## src/rtl/cp0_pkg.sv

```systemverilog
// Shared CP0 definitions: register numbers, SR/Cause bit positions, ExcCodes
// and the exception sequencing states.
package cp0_pkg;

  localparam logic [4:0] REG_COUNT   = 5'd9;
  localparam logic [4:0] REG_COMPARE = 5'd11;
  localparam logic [4:0] REG_SR      = 5'd12;
  localparam logic [4:0] REG_CAUSE   = 5'd13;
  localparam logic [4:0] REG_EPC     = 5'd14;
  localparam logic [4:0] REG_PRID    = 5'd15;

  localparam int unsigned SR_IE         = 0;
  localparam int unsigned SR_EXL        = 1;
  localparam int unsigned INT_LSB       = 10;
  localparam int unsigned CAUSE_EXC_LSB = 2;
  localparam int unsigned CAUSE_TI      = 30;
  localparam int unsigned CAUSE_BD      = 31;

  localparam logic [4:0] EXC_INT     = 5'd0;
  localparam logic [4:0] EXC_SYSCALL = 5'd8;
  localparam logic [4:0] EXC_BREAK   = 5'd9;
  localparam logic [4:0] EXC_OV      = 5'd12;

  typedef enum logic [1:0] {
    IDLE  = 2'd0,
    ENTER = 2'd1,
    DRAIN = 2'd2,
    RET   = 2'd3
  } cp0_state_e;

endpackage

```

## src/rtl/cp0_timer.sv

```systemverilog
// Count/Compare timer: Count free-runs (or loads on write); TI latches when
// the next Count equals Compare and clears on any Compare write.
module cp0_timer (
  input  logic        clk,
  input  logic        reset,
  input  logic        count_we,
  input  logic        compare_we,
  input  logic [31:0] wdata,
  output logic [31:0] count,
  output logic [31:0] compare,
  output logic        ti
);

  logic [31:0] count_q, count_d;
  logic [31:0] compare_q, compare_d;
  logic        ti_q, ti_d;

  always_comb begin
    count_d   = count_we ? wdata : count_q + 32'd1;
    compare_d = compare_we ? wdata : compare_q;
    // Match against the value Count takes next so TI and Count change together
    ti_d      = compare_we ? 1'b0 : (ti_q | (count_d == compare_q));
  end

  always_ff @(posedge clk or posedge reset) begin
    if (reset) begin
      count_q   <= '0;
      compare_q <= '1;
      ti_q      <= 1'b0;
    end else begin
      count_q   <= count_d;
      compare_q <= compare_d;
      ti_q      <= ti_d;
    end
  end

  assign count   = count_q;
  assign compare = compare_q;
  assign ti      = ti_q;

endmodule

```

## src/rtl/cp0_ctrl.sv

```systemverilog
// Coprocessor-0 controller: CP0 register file, interrupt/exception entry,
// drain and eret return sequencing with PC redirect and pipeline stall.
module cp0_ctrl
  import cp0_pkg::*;
#(
  parameter int unsigned NUM_HWINT    = 6,
  parameter logic [31:0] HANDLER_PC   = 32'h0000_4180,
  parameter int unsigned DRAIN_CYCLES = 3,
  parameter logic [31:0] PRID         = 32'h0000_2016
) (
  input  logic                 clk,
  input  logic                 reset,
  input  logic [31:0]          pc_i,
  input  logic                 pc_valid,
  input  logic                 bd_i,
  input  logic                 exc_req,
  input  logic [4:0]           exc_code_i,
  input  logic [NUM_HWINT-1:0] hwint,
  input  logic [4:0]           cp_addr,
  input  logic [31:0]          cp_wdata,
  input  logic                 cp_we,
  input  logic                 eret,
  output logic [31:0]          cp_rdata,
  output logic                 redirect,
  output logic [31:0]          redirect_pc,
  output logic                 exc_stall,
  output logic                 timer_irq
);

  localparam int unsigned CNT_W = (DRAIN_CYCLES > 1) ? $clog2(DRAIN_CYCLES) : 1;

  cp0_state_e           state_q, state_d;
  logic [CNT_W-1:0]     cnt_q, cnt_d;
  logic                 ie_q, ie_d;
  logic                 exl_q, exl_d;
  logic [NUM_HWINT-1:0] im_q, im_d;
  logic [NUM_HWINT-1:0] ip_q, ip_d;
  logic [4:0]           exc_code_q, exc_code_d;
  logic                 bd_q, bd_d;
  logic [31:0]          epc_q, epc_d;

  logic        count_we, compare_we, ti;
  logic [31:0] count, compare;
  logic        pending;
  logic [31:0] sr_val, cause_val;

  cp0_timer u_timer (
    .clk        (clk),
    .reset      (reset),
    .count_we   (count_we),
    .compare_we (compare_we),
    .wdata      (cp_wdata),
    .count      (count),
    .compare    (compare),
    .ti         (ti)
  );

  always_comb begin
    ip_d = hwint;
    ip_d[NUM_HWINT-1] = hwint[NUM_HWINT-1] | ti;
    pending = ((ip_q & im_q) != '0) && ie_q && !exl_q && pc_valid;
  end

  always_comb begin
    state_d     = state_q;
    cnt_d       = cnt_q;
    ie_d        = ie_q;
    exl_d       = exl_q;
    im_d        = im_q;
    exc_code_d  = exc_code_q;
    bd_d        = bd_q;
    epc_d       = epc_q;
    count_we    = 1'b0;
    compare_we  = 1'b0;
    redirect    = 1'b0;
    redirect_pc = '0;
    exc_stall   = 1'b0;

    unique case (state_q)
      IDLE: begin
        if (exc_req || pending) begin
          state_d    = ENTER;
          exc_code_d = exc_req ? exc_code_i : EXC_INT;
          // A nested exception keeps the original return context
          if (!exl_q) begin
            epc_d = bd_i ? (pc_i - 32'd4) : pc_i;
            bd_d  = bd_i;
            exl_d = 1'b1;
          end
        end else if (eret && exl_q) begin
          exl_d   = 1'b0;
          state_d = RET;
        end else if (cp_we) begin
          unique case (cp_addr)
            REG_COUNT:   count_we   = 1'b1;
            REG_COMPARE: compare_we = 1'b1;
            REG_SR: begin
              ie_d  = cp_wdata[SR_IE];
              exl_d = cp_wdata[SR_EXL];
              im_d  = cp_wdata[INT_LSB +: NUM_HWINT];
            end
            REG_EPC:     epc_d = cp_wdata;
            default: ;
          endcase
        end
      end
      ENTER: begin
        redirect    = 1'b1;
        redirect_pc = HANDLER_PC;
        exc_stall   = 1'b1;
        state_d     = DRAIN;
        cnt_d       = CNT_W'(DRAIN_CYCLES - 1);
      end
      DRAIN: begin
        exc_stall = 1'b1;
        if (cnt_q == '0) state_d = IDLE;
        else             cnt_d   = cnt_q - 1'b1;
      end
      RET: begin
        redirect    = 1'b1;
        redirect_pc = epc_q;
        state_d     = IDLE;
      end
      default: state_d = IDLE;
    endcase
  end

  always_ff @(posedge clk or posedge reset) begin
    if (reset) begin
      state_q    <= IDLE;
      cnt_q      <= '0;
      ie_q       <= 1'b0;
      exl_q      <= 1'b0;
      im_q       <= '0;
      ip_q       <= '0;
      exc_code_q <= '0;
      bd_q       <= 1'b0;
      epc_q      <= '0;
    end else begin
      state_q    <= state_d;
      cnt_q      <= cnt_d;
      ie_q       <= ie_d;
      exl_q      <= exl_d;
      im_q       <= im_d;
      ip_q       <= ip_d;
      exc_code_q <= exc_code_d;
      bd_q       <= bd_d;
      epc_q      <= epc_d;
    end
  end

  always_comb begin
    sr_val = '0;
    sr_val[SR_IE]  = ie_q;
    sr_val[SR_EXL] = exl_q;
    sr_val[INT_LSB +: NUM_HWINT] = im_q;

    cause_val = '0;
    cause_val[CAUSE_EXC_LSB +: 5]   = exc_code_q;
    cause_val[INT_LSB +: NUM_HWINT] = ip_q;
    cause_val[CAUSE_TI]             = ti;
    cause_val[CAUSE_BD]             = bd_q;

    unique case (cp_addr)
      REG_COUNT:   cp_rdata = count;
      REG_COMPARE: cp_rdata = compare;
      REG_SR:      cp_rdata = sr_val;
      REG_CAUSE:   cp_rdata = cause_val;
      REG_EPC:     cp_rdata = epc_q;
      REG_PRID:    cp_rdata = PRID;
      default:     cp_rdata = '0;
    endcase
  end

  assign timer_irq = ti;

endmodule
```

## config.mk

```make
export PLATFORM = sky130hd
export DESIGN_NAME = cp0_ctrl
export DESIGN_NICKNAME = d
export VERILOG_FILES = /design/src/rtl/cp0_pkg.sv /design/src/rtl/cp0_timer.sv /design/src/rtl/cp0_ctrl.sv
export SDC_FILE = /design/constraint.sdc
export NUM_CORES = 1
export LEC_CHECK = 0
export ABC_AREA = 1
export BUFFER_PORTS_ARGS = -buffer_cell sky130_fd_sc_hd__buf_2
export CAP_MARGIN = 20
export CORE_ASPECT_RATIO = 0.7
export CORE_UTILIZATION = 55
export CTS_CLUSTER_SIZE = 24
export DETAILED_ROUTE_END_ITERATION = 16
export PLACE_DENSITY = 0.77
export SYNTH_ARGS = -nofsm -noshare
export SYNTH_HDL_FRONTEND = slang
export SYNTH_HIERARCHICAL = 1
export SYNTH_SLANG_ARGS = --single-unit
```

## constraint.sdc

```tcl
create_clock -name clk -period 2.9 [get_ports clk]
set_input_delay 0 -clock clk [delete_from_list [all_inputs] [get_ports clk]]
set_output_delay 0 -clock clk [all_outputs]
set_load 0.005 [all_outputs]
```

# == Word-level counts from Yosys, hierarchy flattened ==
# Cells that the tools add are included.
# word_totals
regBits,121
in_bits,87
out_inout_bits,67
wordCells,92
# classes
n_addsub,3
eq_ne,15
muxes,33
bitwise,6
n_reduce_logical,23
# ops
cell,n
32-bit 2-to-1 mux,7
32-bit one-hot mux with 6 select lines,1
32-bit one-hot mux with 2 select lines,1
"32-bit by 1-bit adder with 32-bit output, second input constant",1
32-bit == test,1
"32-bit by 3-bit subtractor with 32-bit output, second input constant",1
"5-bit by 4-bit == test with 1-bit output, second input constant",6
1-bit 2-to-1 mux,17
5-bit AND reduction,2
2-bit 2-to-1 mux,4
"2-bit != test, second input constant",4
2-bit one-hot mux with 4 select lines,1
6-bit bitwise AND,1
2-bit AND reduction,3
3-bit AND reduction,2
2-bit nonzero test,3
3-bit nonzero test,2
6-bit nonzero test,1
5-bit 2-to-1 mux,1
"2-bit == test, second input constant",2
1-bit logical AND,4
2-bit logical NOT,2
2-bit one-hot mux with 2 select lines,1
2-bit OR reduction,2
other kinds (7),10

# == Longest topological paths before layout ==
# logic_depth
depth_word,12
depth_mapped,25
ltp_nobuf,24

# == Cells and area by module ==
# The synthesis kept the hierarchy.
# modules_own_cells
module,instances,cells_each,area_per_inst_um2,seq_area_each_um2
cp0_ctrl,1,762,4645.7,1401.3
cp0_timer,1,631,4174.0,1666.6

# == Least setup slack after synthesis ==
# Ideal clock, no wire load.
# synth_timing
path_type,register to register
from,register im_q[1]
to,"register u_timer.ti_q, in the netlist u_timer/ti"
setup_time_ps,74
arrival_time_ps,2616
t_required_ps,2826
path_slack_ps,210
path_stages_with_launch,23
path_buffers,2
period_less_slack_ps,2690
path_cell_list,dfrtp_1 > nand2_1 > nand2_1 > nor2_1 > nand3_1 > nand2_1 > nand2_2 > nor2_4 > nand3_2 > nor2_1 > inv_1 > buf_2 > buf_2 > or2_2 > nand2_1 > nand2_1 > nand2_1 > nand2_1 > nor2_1 > nand2_1 > nor2_1 > nand3_1 > a21oi_2
# synth_via
elab_chain_len,12
elab_cells_between_ends,14
classes_between,eq/ne (1); mux (6); bitwise (2); reduce/logical (5)
# synth_rtl
element,line,text
start: declaration,cp0_ctrl.sv:36,"logic [NUM_HWINT-1:0] im_q, im_d;"
start signal: assignment,cp0_ctrl.sv:144,im_q <= im_d;
6-bit bitwise AND,cp0_ctrl.sv:61,pending = ((ip_q & im_q) != '0) && ie_q && !exl_q && pc_valid;
6-bit nonzero test,cp0_ctrl.sv:61,
1-bit logical AND (3 in a row),cp0_ctrl.sv:61,
1-bit logical OR,cp0_ctrl.sv:81,if (exc_req || pending) begin
1-bit 2-to-1 mux,cp0_ctrl.sv:81,
1-bit 2-to-1 mux,cp0_ctrl.sv:79,unique case (state_q)
net count_we,cp0_ctrl.sv:42,"logic count_we, compare_we, ti;"
32-bit 2-to-1 mux,cp0_timer.sv:19,count_d = count_we ? wdata : count_q + 32'd1;
32-bit == test,cp0_timer.sv:22,ti_d = compare_we ? 1'b0 : (ti_q | (count_d == compare_q));
1-bit bitwise OR,cp0_timer.sv:22,
1-bit 2-to-1 mux,cp0_timer.sv:22,
net u_timer.ti_d,cp0_timer.sv:16,"logic ti_q, ti_d;"
end signal: assignment,cp0_timer.sv:33,ti_q <= ti_d;
end: declaration,cp0_timer.sv:16,
# The timed path passes the listed nets, and every way through them passes these cells.
# A chain may end at the register's enable or synchronous reset.

# == Worst setup path after layout ==
# layout_timing
from,register im_q[2]
to,"register u_timer.ti_q, in the netlist u_timer/ti"
# layout_via
elab_chain_len,12
elab_cells_between_ends,14
classes_between,eq/ne (1); mux (6); bitwise (2); reduce/logical (5)
# layout_rtl
element,line,text
6-bit bitwise AND,cp0_ctrl.sv:61,
6-bit nonzero test,cp0_ctrl.sv:61,
1-bit logical AND (3 in a row),cp0_ctrl.sv:61,
1-bit logical OR,cp0_ctrl.sv:81,
1-bit 2-to-1 mux,cp0_ctrl.sv:81,
1-bit 2-to-1 mux,cp0_ctrl.sv:79,
net count_we,cp0_ctrl.sv:42,
32-bit 2-to-1 mux,cp0_timer.sv:19,
net u_timer.count_d[0],cp0_timer.sv:14,"logic [31:0] count_q, count_d;"
32-bit == test,cp0_timer.sv:22,
1-bit bitwise OR,cp0_timer.sv:22,
1-bit 2-to-1 mux,cp0_timer.sv:22,
net u_timer.ti_d,cp0_timer.sv:16,
# The timed path passes the listed nets, and every way through them passes these cells.

==> insert_results.sql <==
INSERT INTO impl_metrics (metric_group, metric, value, unit) VALUES
('status', 'status', 'finished, final reports clean', ''),
('worst_setup_path', 'critical_path.startpoint_type', 'register', ''),
('drt', 'drt_iter0_drc', '1187', ''),
('cts', 'cts_made_buffers', '17', ''),
('die', 'fp.dieArea', '16600', 'µm²'),
('timing', 'layout_worst_path_cycle_share', '0.993', ''),
('global_route', 'via_count_of_the_first_global_routing_pass', '8918', ''),
('global_route', 'grt_first_pass_wirelength', '46600', 'µm'),
('worst_setup_path', 'crit_top_cell', 'sky130_fd_sc_hd__nand2_2', ''),
('worst_setup_path', 'cp-end-kind', 'register', ''),
('drt', 'routed_length_per_placed_instance', '16.7', 'µm'),
('layout', 'instances_no_fill', '1820', ''),
('timing', 'final.min_clock_period', '2.88', 'ns'),
('layout', 'finished_core_util', '0.713', ''),
('logic_synthesis', 'synth.area.mux_share', '0.00255', ''),
('worst_setup_path', 'worst_path_dominant_cell_family', 'simple AND/OR/NAND/NOR gates', ''),
('logic_synthesis', 'synth_area_in_adders', '0.00993', ''),
('drt', 'drt_drc_violations_left', '0', ''),
('global_route', 'gr-usage-all-layers', '0.371', ''),
('global_route', 'grt_antenna_before_repair', '0', ''),
('cts', 'numClockSinks', '121', ''),
('logic_synthesis', 'yosys.area_share.xor_xnor', '0.0109', ''),
('logic_synthesis', 'synth_compound_gate_area_share', '0.0671', ''),
('logic_synthesis', 'synth_top_family_by_area', 'simple AND/OR/NAND/NOR gates', ''),
('timing', 'tightest_slew', '0.738', 'ns'),
('timing', 'timing.clock.skew', '0.00840', 'ns'),
('worst_setup_path', 'crit_path_max_fanout', '10', ''),
('die', 'io-pin-count', '154', ''),
('placed_design', 'hpwlAfterDp', '22500', 'µm'),
('die', 'rows', '38', ''),
('worst_setup_path', 'timing.critical_path.slowest_stage_cell', 'sky130_fd_sc_hd__dfrtp_1', ''),
('job', 'cap_viol_max_count', '0', ''),
('cts', 'clkTransAtPathRegs', '0.06', 'ns'),
('worst_setup_path', 'crit_type', 'register to register', ''),
('drt', 'route.vias.total', '10100', ''),
('die', 'dieWidth', '153', 'µm'),
('cts', 'cts-root-to-sink-buffers', '2', ''),
('power_and_ir_drop', 'fin_total_pwr', '0.00751', 'W'),
('logic_synthesis', 'synth_cell_types', '39', ''),
('layout', 'fillers', '1319', ''),
('drt', 'drt.antenna.violating_nets', '0', ''),
('die', 'floorplan.initialDensity', '0.566', ''),
('timing', 'finalSetupViolCount', '0', ''),
('timing', 'finalHoldViolCount', '0', ''),
('logic_synthesis', 'synth.net_count', '1487', ''),
('timing', 'max-slew-margin-rel', '0.505', ''),
('die', 'core-area', '15600', 'µm²'),
('logic_synthesis', 'number_of_enable_flip_flop_cells_after_synthesis', '0', ''),
('worst_setup_path', 'crit_required', '3.25', 'ns'),
('placed_design', 'dpl.cell_count', '1723', ''),
('timing', 'timing_max_transition_violations_final', '0', ''),
('layout', 'areaGrowthSynthToFinish', '26.1', '%'),
('timing', 'setup_repair_after_global_routing_missed_its_margin', 'yes', ''),
('drt', 'via_per_inst', '5.52', ''),
('worst_setup_path', 'timing.critical_path.buf_inv', '2', ''),
('global_route', 'grt_max_degree', '35', ''),
('logic_synthesis', 'synthSimpleGateAreaFrac', '0.458', ''),
('drt', 'postRouteWirelength', '30400', 'µm'),
('cts', 'clkLatencyLatePin', '0.42', 'ns'),
('cts', 'max_h_tree_level', '4', ''),
('logic_synthesis', 'yosysSeqAreaShare', '0.348', ''),
('power_and_ir_drop', 'cellLeakagePower', '6.20', 'nW'),
('logic_synthesis', 'top_flip_flop_cell_by_instance_count_after_synthesis', 'sky130_fd_sc_hd__dfrtp_1', ''),
('placed_design', 'routabilityCongestion', '0.973', ''),
('worst_setup_path', 'cp_data_arrival_time', '3.23', 'ns'),
('logic_synthesis', 'synth_area_per_cell', '6.33', 'µm²'),
('power_and_ir_drop', 'peakVddDrop', '0.335', 'mV'),
('layout', 'final_nets', '1701', ''),
('layout', 'antenna_cells', '0', ''),
('logic_synthesis', 'post_synth_design_cell_area', '8820', 'µm²'),
('drt', 'drtPass1Iterations', '9', '');
==> worst paths after layout <==
check / to / startpoint / depth (start not counted) / slack [ns]
setup / recovery: u_timer/ti / im_q[2] / 24 / 0.02
hold / removal: epc_q[22] / pc_i[22] / 6 / 0.01
setup reg to reg: u_timer/ti / im_q[2] / 24 / 0.02
hold reg to reg: exc_code_q[4] / exc_code_q[4] / 2 / 0.48
max in group asynchronous: exc_code_q[4] / reset / 4 / 1.85
min in group asynchronous: epc_q[23] / reset / 3 / 0.20
==> cell type report <==
cell class	instances	area, µm²	area share
clock inverters	11	145	0.0130
repair buffers	239	1590	0.143
flip-flops and latches	121	3070	0.276
inverters	185	697	0.0626
well taps	200	250	0.0225
multi-input cells	1043	4900	0.441
clock buffers	21	470	0.0423
==> worst reg2reg max path: stages, from the launching register on <==
cell and delay (ns):
sky130_fd_sc_hd__dfrtp_1 0.38, sky130_fd_sc_hd__nand2_1 0.07, sky130_fd_sc_hd__nand2_1 0.06, sky130_fd_sc_hd__nor2_1 0.13, sky130_fd_sc_hd__nand3_1 0.12, sky130_fd_sc_hd__nand2_2 0.10
sky130_fd_sc_hd__nand2_2 0.07, sky130_fd_sc_hd__nor2_4 0.13, sky130_fd_sc_hd__nand3_4 0.12, sky130_fd_sc_hd__nor2_4 0.18, sky130_fd_sc_hd__inv_4 0.06, sky130_fd_sc_hd__buf_12 0.14
sky130_fd_sc_hd__nand2_2 0.08, sky130_fd_sc_hd__nand2_2 0.07, sky130_fd_sc_hd__nand2_2 0.07, sky130_fd_sc_hd__nand3_2 0.10, sky130_fd_sc_hd__nor2_2 0.10, sky130_fd_sc_hd__nand2_1 0.06
sky130_fd_sc_hd__nor2_1 0.11, sky130_fd_sc_hd__nand2_1 0.11, sky130_fd_sc_hd__nor2_1 0.11, sky130_fd_sc_hd__nand3_1 0.11, sky130_fd_sc_hd__nor2_1 0.12, sky130_fd_sc_hd__nand3_1 0.10
sky130_fd_sc_hd__a21oi_2 0.12
==> synthesized netlist by cell type (7+ instances only) <==
library cell | instances | area share
sky130_fd_sc_hd__ha_1 | 7 | 0.0099
sky130_fd_sc_hd__nand2_1 | 558 | 0.24
sky130_fd_sc_hd__clkbuf_1 | 20 | 0.0085
sky130_fd_sc_hd__inv_1 | 179 | 0.076
sky130_fd_sc_hd__dfrtp_1 | 89 | 0.25
sky130_fd_sc_hd__nand3_1 | 169 | 0.096
sky130_fd_sc_hd__nor2_2 | 7 | 0.0050
sky130_fd_sc_hd__a22oi_1 | 18 | 0.015
sky130_fd_sc_hd__buf_2 | 20 | 0.011
sky130_fd_sc_hd__dfstp_2 | 32 | 0.095
sky130_fd_sc_hd__nor2_4 | 13 | 0.017
sky130_fd_sc_hd__xor2_1 | 11 | 0.011
sky130_fd_sc_hd__nor2_1 | 102 | 0.043
sky130_fd_sc_hd__a21oi_1 | 9 | 0.0051
sky130_fd_sc_hd__or2_2 | 21 | 0.015
sky130_fd_sc_hd__nand4_1 | 20 | 0.014
sky130_fd_sc_hd__nand2_2 | 7 | 0.0050
sky130_fd_sc_hd__o21ai_0 | 58 | 0.033
==> layer usage <==
layer  vias to the layer above  GRT usage  wire length (µm)
met5                         -          0                 0
met2                       593      0.566             13200
met3                        83     0.0673              3040
li1                       4810          -                 -
met1                      4569      0.507             12900
met4                         0      0.195              1220
==> report_power, final <==
part / internal (W) / switching, W / total [W]
sequential: 0.00226 / 0.000512 / 0.00277
clock: 0.00142 / 0.000810 / 0.00223
combinational: 0.000917 / 0.00160 / 0.00252
total: 0.00459 / 0.00292 / 0.00751
==> repair_timing <==
action / in CTS / in global routing
hold buffers: 53 / 0
setup buffers: 1 / 10
cloned: 0 / 1
setup endpoints to repair: 1 / 1
hold endpoints to repair: 153 / 0
gates resized for setup: 6 / 15
pin swaps: 1 / 12
==> registers in the layout, indices dropped and copies added, names as in the netlist, 2 cells and up <==
| name | cells |
|---|---|
| u_timer/count | 32 |
| exc_code_q | 5 |
| u_timer/compare | 32 |
| state_q | 2 |
| ip_q | 6 |
| im_q | 6 |
| epc_q | 32 |
| cnt_q | 2 |
==> logic make-up after synthesis <==
kind of cell,count (synthesis)
simple gates,922
xor+xnor,11
fa+ha+maj,7
flops,121
mux,2
buf+inv,229
compound gates,101
==> stage by stage <==
step / worst slack (ns) / hold slack (ns) / cell area (µm²)
5_1_grt: -0.144 / 0.0538 / 11100
3_3_place_gp: 0.126 / 0.0927 / 9800
6_report: 0.0204 / 0.0115 / 11100
4_1_cts: 0.00769 / 0.00325 / 11000
2_1_floorplan: 0.210 / 0.0314 / 8820
3_5_place_dp: 0.00438 / 0.0973 / 9800
==> placed cells by master (no fill, tap or decap), types with 18 or more instances in the layout <==
master,count
sky130_fd_sc_hd__a22oi_1,18
sky130_fd_sc_hd__dfrtp_1,89
sky130_fd_sc_hd__nor2_1,99
sky130_fd_sc_hd__dfstp_2,32
sky130_fd_sc_hd__clkbuf_16,18
sky130_fd_sc_hd__inv_1,176
sky130_fd_sc_hd__nand3_1,167
sky130_fd_sc_hd__buf_2,153
sky130_fd_sc_hd__or2_2,21
sky130_fd_sc_hd__buf_4,29
sky130_fd_sc_hd__nand2_1,551
sky130_fd_sc_hd__o21ai_0,58
sky130_fd_sc_hd__nand4_1,20
sky130_fd_sc_hd__dlygate4sd3_1,53
Note: power is estimated with default switching activity, not from simulation.
